## src/rtl/int_ctrl.sv

```systemverilog
// int_ctrl: masked, fixed-priority (lowest index wins) interrupt controller with a req/ack/done CPU handshake.
// Build option INTC_EDGE_EN: rising-edge capture of src; when undefined, src is captured as a level.
module int_ctrl #(
   parameter int unsigned N_SRC = 8,
   parameter int unsigned ID_W  = 3
) (
   input  logic             clk,
   input  logic             rst_n,
   input  logic [N_SRC-1:0] src,
   input  logic             we,
   input  logic [1:0]       addr,
   input  logic [31:0]      wdata,
   output logic [31:0]      rdata,
   output logic             irq_req,
   output logic [ID_W-1:0]  irq_id,
   input  logic             irq_ack,
   input  logic             irq_done
);

   typedef enum logic [1:0] {
      IDLE  = 2'd0,
      REQ   = 2'd1,
      SERVE = 2'd2
   } state_e;

   state_e           state_q, state_d;
   logic [N_SRC-1:0] en_q, en_d;
   logic [N_SRC-1:0] pend_q, pend_d;
   logic             gie_q, gie_d;
   logic [ID_W-1:0]  id_q, id_d;
   logic [N_SRC-1:0] evt;
   logic [N_SRC-1:0] elig;
   logic [ID_W-1:0]  win;
   logic             any_elig;
   logic             cur_elig;
   logic             unused_wdata;

   assign unused_wdata = ^wdata;

`ifdef INTC_EDGE_EN
   logic [N_SRC-1:0] src_q;

   always_ff @(posedge clk or negedge rst_n) begin
      if (!rst_n) src_q <= '0;
      else        src_q <= src;
   end

   assign evt = src & ~src_q;
`else
   assign evt = src;
`endif

   assign elig     = pend_q & en_q & {N_SRC{gie_q}};
   assign any_elig = |elig;
   assign cur_elig = pend_q[id_q] & en_q[id_q] & gie_q;

   // Scan downward so the lowest set index is the last assignment.
   always_comb begin
      win = '0;
      for (int unsigned i = N_SRC; i > 0; i--) begin
         if (elig[i-1]) win = ID_W'(i - 1);
      end
   end

   always_comb begin
      en_d    = en_q;
      gie_d   = gie_q;
      pend_d  = pend_q;
      state_d = state_q;
      id_d    = id_q;
      irq_req = 1'b0;

      if (we) begin
         case (addr)
            2'd0:    en_d   = wdata[N_SRC-1:0];
            2'd1:    pend_d = pend_q & ~wdata[N_SRC-1:0];
            2'd2:    gie_d  = wdata[0];
            default: ;
         endcase
      end

      case (state_q)
         IDLE: begin
            if (any_elig) begin
               state_d = REQ;
               id_d    = win;
            end
         end
         REQ: begin
            irq_req = 1'b1;
            if (irq_ack) begin
               pend_d[id_q] = 1'b0;
               state_d      = SERVE;
            end else if (!cur_elig) begin
               state_d = IDLE;
            end
         end
         SERVE: begin
            if (irq_done) state_d = IDLE;
         end
         default: state_d = IDLE;
      endcase

      // New events are merged last so a same-cycle clear never loses one.
      pend_d = pend_d | evt;
   end

   always_ff @(posedge clk or negedge rst_n) begin
      if (!rst_n) begin
         state_q <= IDLE;
         en_q    <= '0;
         pend_q  <= '0;
         gie_q   <= 1'b0;
         id_q    <= '0;
      end else begin
         state_q <= state_d;
         en_q    <= en_d;
         pend_q  <= pend_d;
         gie_q   <= gie_d;
         id_q    <= id_d;
      end
   end

   assign irq_id = id_q;

   always_comb begin
      rdata = '0;
      case (addr)
         2'd0: rdata[N_SRC-1:0] = en_q;
         2'd1: rdata[N_SRC-1:0] = pend_q;
         2'd2: rdata[0]         = gie_q;
         2'd3: begin
            rdata[1:0]       = state_q;
            rdata[8 +: ID_W] = id_q;
         end
         default: ;
      endcase
   end

endmodule

```

## config.mk

```make
export PLATFORM = sky130hd
export DESIGN_NAME = int_ctrl
export DESIGN_NICKNAME = d
export VERILOG_FILES = /design/src/rtl/int_ctrl.sv
export SDC_FILE = /design/constraint.sdc
export NUM_CORES = 1
export LEC_CHECK = 0
export ABC_AREA = 1
export CAP_MARGIN = 20
export CORE_UTILIZATION = 36
export DETAILED_ROUTE_END_ITERATION = 6
export PLACE_DENSITY = 0.77
export SLEW_MARGIN = 10
export SYNTH_ARGS = -nofsm -noshare
export SYNTH_HDL_FRONTEND = slang
export SYNTH_SLANG_ARGS = --single-unit
```

## constraint.sdc

```tcl
create_clock -name clk -period 1.2 [get_ports clk]
set_input_delay 0.18 -clock clk [delete_from_list [all_inputs] [get_ports clk]]
set_output_delay 0.18 -clock clk [all_outputs]
set_load 0.05 [all_outputs]
```

### Yosys cells after proc, flatten, opt, wreduce, memory -nomap -nowiden

Index checks and enable logic that the tools add are counted.

* output and inout port bits: 36
* logic and storage cells: 60
* input port bits: 47
* register bits after elaboration: 22

* reduce and logical (&&, ||, !) cells: 8
* order comparisons: 2
* bitwise logic cells: 9
* equality and inequality tests: 8
* mux-type cells: 28

Operators with widths (number)
* $and A8 B8 Y8: 4
* $mux W8: 4
* $mux W3: 9
* $not A8 Y8: 2
* $pmux W6 S2: 1
* $mux W2: 4
* $or A8 B8 Y8: 1
* $reduce_or A8 Y1: 1
* $bmux W1 S3: 2
* $eq A2 B2 Y1 const B: 3
* $pmux W2 S3: 1
* $reduce_and A2 Y1: 3
* $eq A2 B1 Y1 const B: 2
* $logic_not A2 Y1: 2
* $lt A3 B4 Y1 const B: 1
* $mux W1: 4
* $ne A2 B2 Y1 const B: 2
* $pmux W1 S4: 1
* $demux W1 S3: 1
* $ge A3 B1 Y1 const B: 1
* $ne A3 B3 Y1 const B: 1
* $pmux W1 S3: 1
* $reduce_and A3 Y1: 1
* $and A1 B1 Y1: 2
* $logic_and A1 B1 Y1: 1

### Depth between registers and ports, before layout

* word-level depth: 10
* depth in mapped cells: 11
* mapped depth without buffers: 10

### Worst setup path before layout

OpenSTA, ideal clock, no wires.

* path kind: flip-flop to output port
* from: register id_q[0] (netlist: irq_id[0])
* to: output port rdata[8]
* path slack: -0.574 ns
* stages on the path, launching flop included: 4
* buffers on the path: 1
* data required time: 1.020 ns
* arrival time: 1.594 ns
* cell sequence: dfrtp_1 > buf_2 > inv_1 > nor2_1

* word-level cells in the longest chain between the ends: 1

RTL lines
* start: declaration: line 30 `logic [ID_W-1:0] id_q, id_d;`
* start signal: assignment: line 120 `id_q <= id_d;`
* $mux W3: line 128 `case (addr)`
* end: declaration: line 13 `output logic [31:0] rdata,`

Every way passes these cells.

### Worst setup path after layout

* from: register state_q[0]
* to: output port rdata[0]

* word-level cells in the longest chain between the ends: 1

RTL lines
* start: declaration: line 26 `state_e state_q, state_d;`
* start signal: assignment: line 116 `state_q <= state_d;`
* $pmux W1 S4: line 128

Every way passes these cells.

==> flow_summary_export.csv <==
group,metric,value,unit
clocking,htreeDepth,1,
job,drv_cap,0,
hold_path,hold_class,"input pin to async pin",
cells_and_area,finalNetCount,345,
cells_and_area,stdcell_area,2744,µm²
clocking,cts_buffers,3,
routing,drt_iter0_markers,101,
critical_path,cp_num_buf_inv,2,
critical_path,crit_slowest_cell,"dfrtp_1",
timing,fin_setup_tns,-1.768,ns
synthesis,synthesis.instances,217,
timing,finalHoldViolations,0,
critical_path,end_kind,"output pin",
routing,vias,1732,
critical_path,critical_path_class,"flop to output pin",
synthesis,syn-cell-area,1587,µm²
timing,rsz0062_at_grt,"true",
place,gp_congestion,0.9485,
grt,grt_pass1_wl,7.486,mm
routing,wire_per_inst,14.35,µm
synthesis,ys_types,25,
routing,ant_nets,0,
power,ir_worst_vdd,841.7,µV
critical_path,critical_path_arrival,1.28,ns
cells_and_area,drive_gt1_share,45.45,%
critical_path,critical_path.cell_chain,"inv_2 > o21ai_1 > a21oi_1 > o21ai_2 > buf_12",
routing,drt_wl_total,4.978,mm
place,dpl_cell_area,2275,µm²
die,design.die.area,4677,µm²
grt,globalRoute.totalOverflow,0,
grt,grt_max_degree,23,
synthesis,yosysSeqAreaShare,34.70,%
cells_and_area,fin_cells,347,
clocking,clock-sinks,22,
die,die_x,68.39,µm
power,power.density,1742,nW/µm²
grt,grt_usage,21.96,%
timing,fin_worst_skew,0.006492,ns
place,port_buffers,37,
timing,slew_viol_final,0,
critical_path,crit_family,"flip-flops",
cells_and_area,fin_util,66.68,%
timing,hold_ws,0.2634,ns
timing,setup_viol,19,
die,die_y,68.39,µm
clocking,path_clk_slew,0.09,ns
power,p_leak,1.313,nW
critical_path,critPathMaxFanout,3,
timing,fmax,687.2,MHz
timing,period_needed,1.455,ns
die,io_pins,83,
run_status,status,"complete, but fails checks",
die,rows,23,
die,start_util,38.55,%
cells_and_area,fillCellCount,315,
run_status,failed_checks,"negative setup slack",
routing,drc,0,
clocking,cts-root-buf,"clkbuf_8",
clocking,cts_tree,"yes",
critical_path,slowest_delay,0.40,ns
grt,antenna_found_initial,0,
place,dp_hpwl,3.354,mm
cells_and_area,antenna_cells,0,
clocking,cts.path.max_buffers,2,
synthesis,synth.avg_cell_area,7.311,µm²
grt,grt_pass1_vias,1629,
timing,fin_crit_sh,121.3,%
timing,fin_ws,-0.2551,ns
routing,drtPass1Iterations,4,
cells_and_area,syn_to_final_growth,72.95,%
place,dp_cells,321,
synthesis,synth-seq-cells,22,
critical_path,required,1.02,ns
die,core-area,4115,µm²
synthesis,ys_warn_count,0,
routing,viasPerCell,4.991,
critical_path,crit_path_start_kind,"flop",
clocking,worstSkewPairLatency,0.27,ns
## per-stage QoR
stage                     setup slack (ns)  power [W]
after detailed placement           -0.5091   0.003360
final                              -0.2551   0.004779
after global routing               -0.2919   0.005013
after global placement             -0.4746   0.003330
after CTS                          -0.2172   0.004394
after floorplan                    -0.1850   0.002497
## kinds of logic after synthesis
kind of cell | after synthesis | synth area share (%)
compound gates | 43 | 16.72
buf+inv | 55 | 18.85
flops | 22 | 34.70
other cells | 1 | 0.2364
simple gates | 96 | 29.49
## report_power, final
part	internal (W)	switching, W
sequential	0.000894	0.000189
combinational	0.00132	0.00168
clock	0.000446	0.000252
## timing repair
action	CTS	global route
setup buffers	18	6
resized for setup	46	29
endpoints found under the setup margin	33	24
hold buffers	0	0
hold endpoints to repair	0	0
pin swaps	15	10
## flip-flops by register name, summed over array words and instances, names as in the netlist
register	cells
en_q	8
gie_q	1
pend_q	8
irq_id	3
state_q	2
## worst paths after layout
| check | start | end | slack (ns) | cells past startpoint |
|---|---|---|---|---|
| worst max-delay path | state_q[0] | rdata[0] | -0.26 | 5 |
| worst min-delay path | rst_n | en_q[7] | 0.26 | 2 |
| worst max register to register | gie_q | irq_id[0] | -0.20 | 12 |
| worst min register to register | state_q[0] | state_q[1] | 0.59 | 3 |
| max in group asynchronous | rst_n | gie_q | 0.68 | 2 |
| min in group clk | addr[1] | gie_q | 0.36 | 3 |
## area by class of cell
class / count / area (µm²) / area share [%]
repair buffers: 81 / 907.1 / 33.06
well taps: 50 / 62.56 / 2.280
multi-input cells: 160 / 1026 / 37.39
inverters: 30 / 120.1 / 4.378
clock inverters: 1 / 30.03 / 1.094
clock buffers: 3 / 41.29 / 1.505
flip-flops and latches: 22 / 556.8 / 20.29
## cells in the mapped netlist (all sizes together)
library cell  instances  area, µm²
a21oi                 1      5.000
a31o                  1      8.760
buf                  25      186.4
conb                  1      3.750
dfrtp                22      550.5
inv                  30      112.6
nand2                57      239.0
nand3                13      95.09
nand3b                1      7.510
nand4                 2      12.51
nor2                 21      103.8
nor3                  2      10.01
o211ai                8      60.06
o21ai                20      100.1
o21bai                8      60.06
o22ai                 5      31.28
## per-layer routing
metal,global-route usage (%),part of all wire (%),up-vias
li1,-,-,819
met1,26.22,39,821
met2,40.07,52,80
met3,4.167,7.2,12
met4,4.948,1.5,0
met5,0,0,-
## cell usage in the layout, fill, tap and decap left out, drive strengths merged
master         netlist  layout
o21bai               8       8
buf                 25      60
nand3b               1       1
conb                 1      21
clkbuf               0       4
nand2               57      57
o21ai               20      20
nand3               13      13
nor2                21      21
dfrtp               22      22
a31o                 1       1
nor3                 2       2
o211ai               8       8
inv                 30      30
bufinv               0       1
nand4                2       2
a21oi                1       1
clkdlybuf4s50        0      20
o22ai                5       5
(Power assumes the default switching activity.)
